`config.mk`:
```
export PLATFORM = sky130hd
export DESIGN_NAME = fetch_stage
export DESIGN_NICKNAME = d
export VERILOG_FILES = /design/src/rtl/fetch_stage_pkg.sv /design/src/rtl/fetch_stage_npc.sv /design/src/rtl/fetch_stage.sv
export SDC_FILE = /design/constraint.sdc
export NUM_CORES = 1
export LEC_CHECK = 0
export ABC_AREA = 1
export ABC_CLOCK_PERIOD_IN_PS = 2200
export BUFFER_PORTS_ARGS = -buffer_cell sky130_fd_sc_hd__buf_4
export CAP_MARGIN = 10
export CORE_ASPECT_RATIO = 2
export CORE_MARGIN = 2
export CORE_UTILIZATION = 35
export DETAILED_ROUTE_END_ITERATION = 10
export PLACE_DENSITY = 0.61
export SYNTH_ARGS = -nofsm -noshare
export SYNTH_HDL_FRONTEND = slang
export SYNTH_HIERARCHICAL = 1
export SYNTH_SLANG_ARGS = --single-unit
```
`constraint.sdc`:
```
create_clock -name clk -period 2.2 [get_ports clk]
set_clock_uncertainty 0.15 [all_clocks]
set_input_delay 0.11 -clock clk [delete_from_list [all_inputs] [get_ports clk]]
set_output_delay 0.11 -clock clk [all_outputs]
set_load 0.005 [all_outputs]
```
`src/rtl/fetch_stage_pkg.sv`:
```
// Shared constants for the instruction fetch stage: redirect codes, the
// bubble instruction word and the default reset PC.
package fetch_stage_pkg;

   localparam logic [1:0] BR_SEQ    = 2'b00;
   localparam logic [1:0] BR_BRANCH = 2'b01;
   localparam logic [1:0] BR_JUMP   = 2'b10;
   localparam logic [1:0] BR_JR     = 2'b11;

   localparam logic [31:0] NOP_WORD         = 32'h0000_0000;
   localparam logic [31:0] RESET_PC_DEFAULT = 32'h0000_0000;

endpackage

```
`src/rtl/fetch_stage_npc.sv`:
```
// Combinational next-PC selection: sequential PC+4 or the redirect target
// decoded from the ID instruction's branch code.
module npc_calc
   import fetch_stage_pkg::*;
(
   input  logic [31:0] pc,
   input  logic [31:0] if_id_pc4,
   input  logic [1:0]  branch,
   input  logic [15:0] imm16,
   input  logic [25:0] jtarget,
   input  logic [31:0] rs_data,
   input  logic        redirect,
   output logic [31:0] pc_plus4,
   output logic [31:0] next_pc
);

   logic [31:0] br_offset;
   logic [31:0] target;

   // Sums wrap naturally at 32 bits, so 0xFFFF_FFFC + 4 lands on 0.
   assign pc_plus4  = pc + 32'd4;
   assign br_offset = {{14{imm16[15]}}, imm16, 2'b00};

   always_comb begin
      // NOTE: every always_comb output gets a default first so no path leaves it unassigned (no latch).
      target = pc_plus4;
      case (branch)
         BR_SEQ:    target = pc_plus4;
         BR_BRANCH: target = if_id_pc4 + br_offset;
         BR_JUMP:   target = {if_id_pc4[31:28], jtarget, 2'b00};
         BR_JR:     target = {rs_data[31:2], 2'b00};
         default:   target = pc_plus4;
      endcase
   end

   assign next_pc = redirect ? target : pc_plus4;

endmodule

```
`src/rtl/fetch_stage.sv`:
```
// Instruction fetch stage: PC and IF/ID pipeline registers with hold and
// flush-on-redirect control; target arithmetic lives in npc_calc.
module fetch_stage
   import fetch_stage_pkg::*;
#(
   parameter logic [31:0] RESET_PC = RESET_PC_DEFAULT
) (
   input  logic        clk,
   input  logic        rst_n,
   input  logic [1:0]  Branch,
   input  logic [15:0] imm16,
   input  logic [25:0] jtarget,
   input  logic [31:0] rs_data,
   input  logic        stall,
   input  logic        MIO_ready,
   input  logic [31:0] inst_in,
   output logic [31:0] pc_out,
   output logic [31:0] if_id_inst,
   output logic [31:0] if_id_pc4,
   output logic        if_id_valid,
   output logic [5:0]  OPcode,
   output logic [5:0]  Fun
);

   logic [31:0] pc_q, pc_d;
   logic [31:0] inst_q, inst_d;
   logic [31:0] pc4_q, pc4_d;
   logic        valid_q, valid_d;
   logic        hold, redirect;
   logic [31:0] pc_plus4, next_pc;

   assign hold     = stall | ~MIO_ready;
   // A bubble in ID carries no real branch, so its code is ignored.
   assign redirect = (Branch != BR_SEQ) & valid_q;

   npc_calc u_npc_calc (
      .pc        (pc_q),
      .if_id_pc4 (pc4_q),
      .branch    (Branch),
      .imm16     (imm16),
      .jtarget   (jtarget),
      .rs_data   (rs_data),
      .redirect  (redirect),
      .pc_plus4  (pc_plus4),
      .next_pc   (next_pc)
   );

   always_comb begin
      pc_d    = pc_q;
      inst_d  = inst_q;
      pc4_d   = pc4_q;
      valid_d = valid_q;
      if (!hold) begin
         pc_d = next_pc;
         if (redirect) begin
            // Flush: no delay slot, the fetched word is squashed.
            inst_d  = NOP_WORD;
            valid_d = 1'b0;
         end else begin
            inst_d  = inst_in;
            pc4_d   = pc_plus4;
            valid_d = 1'b1;
         end
      end
   end

   always_ff @(posedge clk) begin
      // NOTE: sequential state uses non-blocking assignments so all flops update from pre-edge values.
      if (!rst_n) begin
         pc_q    <= {RESET_PC[31:2], 2'b00};
         inst_q  <= NOP_WORD;
         pc4_q   <= 32'h0;
         valid_q <= 1'b0;
      end else begin
         pc_q    <= pc_d;
         inst_q  <= inst_d;
         pc4_q   <= pc4_d;
         valid_q <= valid_d;
      end
   end

   assign pc_out      = pc_q;
   assign if_id_inst  = inst_q;
   assign if_id_pc4   = pc4_q;
   assign if_id_valid = valid_q;
   assign OPcode      = inst_q[31:26];
   assign Fun         = inst_q[5:0];

endmodule
```
-- Yosys cells after proc, flatten, opt, wreduce, memory -nomap -nowiden
Index checks and enable logic that the tools add are counted.
- output and inout bits: 109
- input bits: 112
- register bits: 97
- word-level logic and storage cells: 21
- bitwise gates (word level): 5
- reductions and logical operators: 3
- eq/ne operators: 3
- add/subtract/negate cells: 2
- mux-type cells: 4
- operator list (operator ; count):
    $pmux W32 S4 ; 1
    $mux W32 ; 2
    $add A32 B3 Y32 const B ; 1
    $add A32 B32 Y32 ; 1
    $eq A2 B2 Y1 const B ; 2
    $not A1 Y1 ; 3
    $eq A2 B1 Y1 const B ; 1
    $logic_not A2 Y1 ; 1
    $reduce_and A2 Y1 ; 1
    $reduce_bool A2 Y1 ; 1
    $and A1 B1 Y1 ; 1
    $mux W1 ; 1
    $or A1 B1 Y1 ; 1

-- Longest topological paths before layout
Gate-level depths: netlist of run 1.
- depth after elaboration: 4
- mapped depth: 16

-- By module
The synthesis of run 1 kept the hierarchy.
- by module, submodules not included (module ; instances ; seq. area each (um2) ; area each (um2) ; cells an instance):
    fetch_stage ; 1 ; 1941.9 ; 3801.1 ; 511
    npc_calc ; 1 ; 0.0 ; 3777.4 ; 761

-- Least setup slack after synthesis of run 1
No wires, ideal clock.
- kind: flip-flop to flip-flop
- from: register pc4_q[2], in the netlist if_id_pc4[2]
- to: register pc_q[16], in the netlist pc_out[16]
- library setup time: 116 ps
- cell stages (with the launch flop): 16
- buffers on the path: 0
- data required time: 1934 ps
- setup slack: 30 ps
- data arrival time: 1904 ps
- cell sequence: dfxtp_1 ha_1 inv_1 fa_1 inv_1 nand3_1 nand3_1 nand2_1 nand2_1 inv_1 o21ai_0 nand2_1 nand3_1 a21oi_1 nor2_1 nor2_1
- cells in the longest elaborated chain, start to end: 3
- RTL lines (element ; line ; source):
    start: declaration ; fetch_stage.sv:27 ; logic [31:0] pc4_q, pc4_d;
    start signal: assignment ; fetch_stage.sv:77 ; pc4_q <= pc4_d;
    $add A32 B32 Y32 ; fetch_stage_npc.sv:29 ; BR_BRANCH: target = if_id_pc4 + br_offset;
    $pmux W32 S4 ; fetch_stage_npc.sv:27 ; case (branch)
    $mux W32 ; fetch_stage_npc.sv:36 ; assign next_pc = redirect ? target : pc_plus4;
    named net next_pc[16] ; fetch_stage.sv:30 ; logic [31:0] pc_plus4, next_pc;
    end signal: assignment ; fetch_stage.sv:70 ; pc_q <= {RESET_PC[31:2], 2'b00};
    end signal: assignment ; fetch_stage.sv:75 ; pc_q <= pc_d;
    end: declaration ; fetch_stage.sv:25 ; logic [31:0] pc_q, pc_d;
The timed path passes the listed nets, and every way through them passes these cells.
A chain may end at the register's enable or synchronous reset.

-- Final worst setup path of run 1
- from: register pc_q[2], in the netlist pc_out[2]
- to: register pc4_q[24], in the netlist if_id_pc4[24]
- cells in the longest elaborated chain, start to end: 1
- RTL lines (element ; line ; source):
    $add A32 B3 Y32 ; fetch_stage_npc.sv:21 ; assign pc_plus4 = pc + 32'd4;
    named net pc_plus4[24] ; fetch_stage.sv:30 ;
The timed path passes the listed nets, and every way through them passes these cells.

==> impl_metrics.csv, run 1 <==
group,metric,value,unit
clock_tree,cts_tree,"built",
sta,hold_violations,0,
clock_tree,root_buffer,"clkbuf_16",
global_route,grt_max_degree,130,
detailed_routing,ant_nets,0,
global_route,grt_pass1_vias,9515,
floorplan,die-height,212.1,um
power_and_ir_drop,max-vdd-ir-drop,0.0004628,V
synth,syn_nets,1415,
synth,syn_area,0.007579,mm2
cells_and_area,n_antenna_cell,0,
clock_tree,clk_pin_slew,0.07,ns
synth,synthArstFlopShare,0,%
sta,rsz0062_at_grt,"yes",
placement,numPortBuffers,218,
synth,yosysWarnings,6,
placement,dp_hpwl,23740,um
detailed_routing,drtPass1Iterations,5,
synth,yosysMostFrequentCell,"nand2_1",
hold_path,min_from,"jtarget[23]",
sta,fin_crit,2.136,ns
critical_path,critical_path.endpoint_type,"flop",
job,drv_cap,0,
synth,synth.distinct_cells,41,
detailed_routing,vias,9650,
detailed_routing,drt-vias-per-instance,5.128,
cells_and_area,fin_util,55.27,%
clock_tree,clk_latency,0.36,ns
clock_tree,cts_buffers,9,
floorplan,start_util,35.42,%
synth,synth_top_area_cell,"dfxtp_1",
critical_path,reg2reg_depth,12,
synth,ys_seq_area_share,25.62,%
power_and_ir_drop,leakage,5.694,nW
critical_path,crit_arrival,2.24,ns
floorplan,dieArea,0.02292,mm2
clock_tree,htree_levels,3,
hold_path,holdPathEnd,"pc_out[25]",
floorplan,rows,76,
synth,synth_edf_count,0,
clock_tree,clockBufferDepth,2,
critical_path,crit_path_start_kind,"flop",
power_and_ir_drop,power.density_cell_area,478.3,mW/mm2
placement,dpl_cell_area,0.01028,mm2
sta,setup_viol,0,
critical_path,critPathRequiredTime,2.31,ns
synth,ys_seq_elements,97,
critical_path,critPathKind,"flop to flop",
critical_path,r2r_start,"pc_out[2]",
cells_and_area,layout-drive-gt1-share,35.67,%
sta,fmax,468.2,MHz
synth,syn_inst,1272,
floorplan,io_pins,221,
floorplan,core_area,0.02140,mm2
detailed_routing,wl_per_cell,17.23,um
global_route,grt_util_all_layers,27.46,%
cells_and_area,area_growth,56.05,%
synth,synth_top_area_share,25.62,%
hold_path,whs_path_depth,5,
cells_and_area,layout.nets,1747,
global_route,antenna_found_initial,0,
global_route,grt_pass1_wl,48330,um
synth,synth_flop_cell,"dfxtp_1",
synth,synth_area_per_cell,5.958,um2
clock_tree,numClockSinks,97,
cells_and_area,finalInstanceArea,0.01183,mm2
synth,synth_commonest_cells,"nand2_1 (328), nor2_1 (184), inv_1 (167)",
sta,maxSlewViolCount,0,
critical_path,path_max_fanout,3,
detailed_routing,drt_wl_total,32430,um
synth,synth_area_leaders,"dfxtp_1 (26%), nand2_1 (16%), nor2_1 (9.1%)",
critical_path,reg2reg_to,"if_id_pc4[24]",
outcome,status,"completed",
sta,worstMarginPinSlew,1.098,ns
critical_path,regToRegSetupSlack,0.06,ns
detailed_routing,drc,0,
sta,finalCritPeriodShare,97.08,%
hold_path,min_path_type,"primary input to flop",
cells_and_area,num-fill-cells,2108,
sta,maxSlewHeadroom,26.82,%
placement,place_congestion,1.009,
floorplan,die_w,108.1,um
detailed_routing,drtIter0Drc,557,
global_route,grt-ovfl-total,0,
[sequential cells by signal (all words and copies together), names as in the netlist]
name and flops:
if_id_valid 1, if_id_pc4 32, pc_out 32, if_id_inst 32
[kinds of logic after synthesis]
| group | count (synthesis) | synth area share (%) |
|---|---|---|
| buffers and inverters | 238 | 13.21 |
| AOI/OAI and AO/OA | 204 | 15.50 |
| xor gates and xnor gates | 27 | 3.219 |
| and+or+nand+nor | 675 | 37.23 |
| adders and majority gates | 31 | 5.217 |
| DFF | 97 | 25.62 |
[worst max path at each step]
stage | from | endpoint | slack, ns | cells past startpoint
2_1_floorplan | if_id_pc4[2] | pc_out[16] | 0.03 | 15
4_1_cts | if_id_pc4[15] | pc_out[21] | -0.02 | 14
3_5_place_dp | imm16[15] | pc_out[21] | -0.17 | 15
5_1_grt | if_id_pc4[27] | pc_out[28] | -0.04 | 12
3_3_place_gp | imm16[15] | pc_out[21] | -0.17 | 15
6_report | pc_out[2] | if_id_pc4[24] | 0.06 | 12
[critical path, stage by stage, from the launching register on]
cell	delay (ns)
dfxtp_1	0.36
ha_1	0.20
inv_1	0.13
nor2_4	0.17
inv_2	0.07
buf_4	0.14
nor2_4	0.12
nand4_1	0.16
xnor2_2	0.17
inv_1	0.06
nand3_1	0.08
nand2_2	0.17
nor2_1	0.05
[where the power goes]
part / internal (W) / total (W) / switching, W
combinational: 0.000953 / 0.00203 / 0.00107
sequential: 0.00187 / 0.00197 / 0.000102
clock: 0.000910 / 0.00166 / 0.000750
[per-stage QoR]
stage / total power [W] / hold slack [ns] / TNS (ns) / setup slack (ns) / cells
2_1_floorplan: 0.002839 / 0.1200 / 0 / 0.03023 / 1272
3_3_place_gp: 0.003678 / 0.2382 / -0.7427 / -0.1650 / 1830
3_5_place_dp: 0.003690 / 0.2469 / -0.9480 / -0.1717 / 1830
4_1_cts: 0.005475 / 0.01060 / -0.01804 / -0.01804 / 1878
5_1_grt: 0.005949 / 0.06216 / -0.1506 / -0.03903 / 1882
6_report: 0.005656 / 0.02376 / 0 / 0.06429 / 1882
[timing repair]
action	4_1_cts	5_1_grt
gates resized for setup	35	178
endpoints found under the hold margin	32	0
pin swaps	3	45
endpoints found under the setup margin	21	34
hold buffers	32	0
setup buffers	0	4
[cell type report]
cell class	instances	area [um2]	area share, %
clock inverter	5	55.05	0.4655
sequential	97	1964	16.61
tap	273	341.6	2.888
clock buffer	11	242.7	2.052
inverter	169	636.9	5.385
timing repair buffer	390	3065	25.92
multi-input combinational	937	5520	46.68
[placed cells by master, fill, tap and decap left out, types with 17 or more instances in the layout]
cell / netlist / final
dfxtp_1: 97 / 79
a21oi_2: 1 / 17
nand2_1: 328 / 276
nand2_2: 2 / 49
nor2_1: 184 / 162
inv_1: 167 / 157
dlygate4sd3_1: 0 / 32
dfxtp_2: 0 / 18
a21oi_1: 116 / 97
o21ai_0: 46 / 41
ha_4: 0 / 24
nand3_1: 113 / 93
a221oi_1: 23 / 21
buf_4: 16 / 352
[metal layers]
layer	wire (um)	GRT usage, %	part of all wire, %
met5	0	0	0
met3	1666	4.139	5.1
met2	17130	50.14	53
met1	11500	28.11	35
met4	2135	18.57	6.6
No activity file was read; power rests on OpenSTA's default activity.
==> inputs of run 2 (changes only) <==
--- a/config.mk
+++ b/config.mk
@@ -10,7 +10,7 @@
 export BUFFER_PORTS_ARGS = -buffer_cell sky130_fd_sc_hd__buf_4
 export CAP_MARGIN = 10
 export CORE_ASPECT_RATIO = 2
-export CORE_MARGIN = 2
+export CORE_MARGIN = 4
 export CORE_UTILIZATION = 35
 export DETAILED_ROUTE_END_ITERATION = 10
 export PLACE_DENSITY = 0.61
==> constraint.sdc (replaced) <==
create_clock -name clk -period 2.2 [get_ports clk]
set_clock_uncertainty 0.15 [all_clocks]
set_input_delay 0.55 -clock clk [delete_from_list [all_inputs] [get_ports clk]]
set_output_delay 0.55 -clock clk [all_outputs]
set_load 0.005 [all_outputs]
==> impl_metrics.csv, run 2 (synthesized netlist as in run 1, its figures left out) <==
group,metric,value,unit
floorplan,dieArea,0.02421,mm2
global_route,top_usage_layer,"met2",
critical_path,critical_path.endpoint_type,"flop",
placement,dp_hpwl,25640,um
global_route,grt-ovfl-total,0,
cells_and_area,n_antenna_cell,0,
sta,setup_viol,2,
clock_tree,clk_pin_slew,0.08,ns
floorplan,core_area,0.02111,mm2
placement,place_congestion,0.9597,
critical_path,critPathKind,"flop to flop",
global_route,grtUsageMet2,49.10,%
global_route,grt_util_all_layers,25.44,%
power_and_ir_drop,leakage,5.642,nW
detailed_routing,drt-vias-per-instance,5.003,
placement,numPortBuffers,218,
detailed_routing,drt_wl_total,32150,um
clock_tree,clockBufferDepth,2,
detailed_routing,vias,9321,
cells_and_area,layout-drive-gt1-share,35.13,%
power_and_ir_drop,power.density_cell_area,478.8,mW/mm2
sta,fin_crit,2.231,ns
detailed_routing,drtPass1Iterations,5,
clock_tree,htree_levels,3,
detailed_routing,drtIter0Drc,484,
critical_path,regToRegSetupSlack,-0.03,ns
clock_tree,cts_buffers,9,
detailed_routing,wl_per_cell,17.26,um
critical_path,crit_path_top_delay_cell,"dfxtp_2",
floorplan,die_w,112.1,um
cells_and_area,area_growth,52.29,%
cells_and_area,num-fill-cells,2176,
global_route,grt_max_degree,70,
floorplan,start_util,35.89,%
floorplan,io_pins,221,
clock_tree,cts_tree,"built",
cells_and_area,finalInstanceArea,0.01154,mm2
sta,worstMarginPinSlew,0.5005,ns
detailed_routing,drc,0,
critical_path,worstPathCellList,"ha_4, inv_2, fa_2, inv_2, nand3_2, nand3_4, nand2_1, nand2_2, nand2_1, nand4_1, nand3_2, a21oi_2, nor2_1, nor2_1",
critical_path,max_stage_delay,0.36,ns
sta,fin_ws,-0.03056,ns
clock_tree,root_buffer,"clkbuf_16",
clock_tree,cts_hold_buf,0,
global_route,use_met1,26.18,%
hold_path,min_path_type,"primary input to flop",
critical_path,cp.buffers_inverters,2,
critical_path,path_max_fanout,5,
floorplan,die-height,216.1,um
critical_path,crit_arrival,2.37,ns
sta,fmax,448.3,MHz
outcome,status,"complete, but fails checks",
clock_tree,clk_latency,0.35,ns
global_route,grt_pass1_vias,9282,
sta,rsz0062_at_grt,"yes",
global_route,antenna_found_initial,0,
critical_path,crit_path_start_kind,"flop",
power_and_ir_drop,p_total,0.005526,W
global_route,grt_use_met3,3.517,%
power_and_ir_drop,max-vdd-ir-drop,0.0003950,V
critical_path,critical-path-top-delay-family,"simple AND/OR/NAND/NOR gates",
global_route,grt_pass1_wl,48520,um
outcome,violations,"negative setup slack",
cells_and_area,layout_commonest_cell,"buf_4",
cells_and_area,layout.nets,1732,
placement,dpl_cell_area,0.01048,mm2
floorplan,rows,75,
sta,hold_violations,0,
sta,maxSlewViolCount,0,
sta,maxSlewHeadroom,66.60,%
sta,finalCritPeriodShare,101.4,%
cells_and_area,final_cell_mix,"buf_4 (365), nand2_1 (297), inv_1 (163), nor2_1 (163)",
critical_path,critPathRequiredTime,2.34,ns
job,drv_cap,0,
clock_tree,numClockSinks,97,
detailed_routing,ant_nets,0,
run 2: tightest hold or removal path, delay by kind of cell:
| family | cells | cell delay (ns) |
|---|---|---|
| buffers and inverters | 1 | 0.11 |
| AND/OR/NAND/NOR | 1 | 0.07 |
| AO/OA/AOI/OAI | 1 | 0.05 |
run 2: area by class of cell:
class                   count  area [um2]  share of cell area [%]
clock buffers               9       225.2                   1.951
clock inverters             7       62.56                  0.5421
inverters                 169       634.4                   5.497
multi-input cells         937        5383                   46.64
flip-flops and latches     97        1968                   17.05
well taps                 269       336.6                   2.916
repair buffers            375        2932                   25.40
run 2: worst paths after layout:
check,cells past startpoint,startpoint,endpoint
setup / recovery,14,if_id_pc4[2],pc_out[24]
hold / removal,3,inst_in[6],if_id_inst[6]
setup reg to reg,14,if_id_pc4[2],pc_out[24]
hold reg to reg,2,if_id_inst[9],if_id_inst[9]
run 2: what timing repair did:
item                                    4_1_cts  5_1_grt
endpoints found under the hold margin         0        0
setup buffers                                 1        3
pin swaps                                     7       34
endpoints found under the setup margin       22       33
resized for setup                            35      135
run 2: metal layers:
layer	part of all wire, %	vias to the layer above
met5	0	-
met4	5.0	0
met3	4.2	70
met2	55	265
met1	36	4276
li1	-	4710
run 2: report_power, final:
group          internal [W]  switching, W  total (W)
combinational      0.000937       0.00102    0.00196
sequential          0.00187      0.000110    0.00198
clock              0.000789      0.000800    0.00159
run 2: metrics by stage:
step	utilization (%)	setup slack (ns)	cells	hold WS, ns	TNS, ns
2_1_floorplan	-	0.01216	1272	0.3109	0
3_3_place_gp	49.63	-0.5859	1844	0.3018	-9.177
3_5_place_dp	49.63	-0.5934	1844	0.3061	-9.595
4_1_cts	51.99	-0.01919	1861	0.2967	-0.05523
5_1_grt	54.66	-0.1438	1863	0.3144	-0.9428
6_report	54.66	-0.03056	1863	0.3151	-0.03792
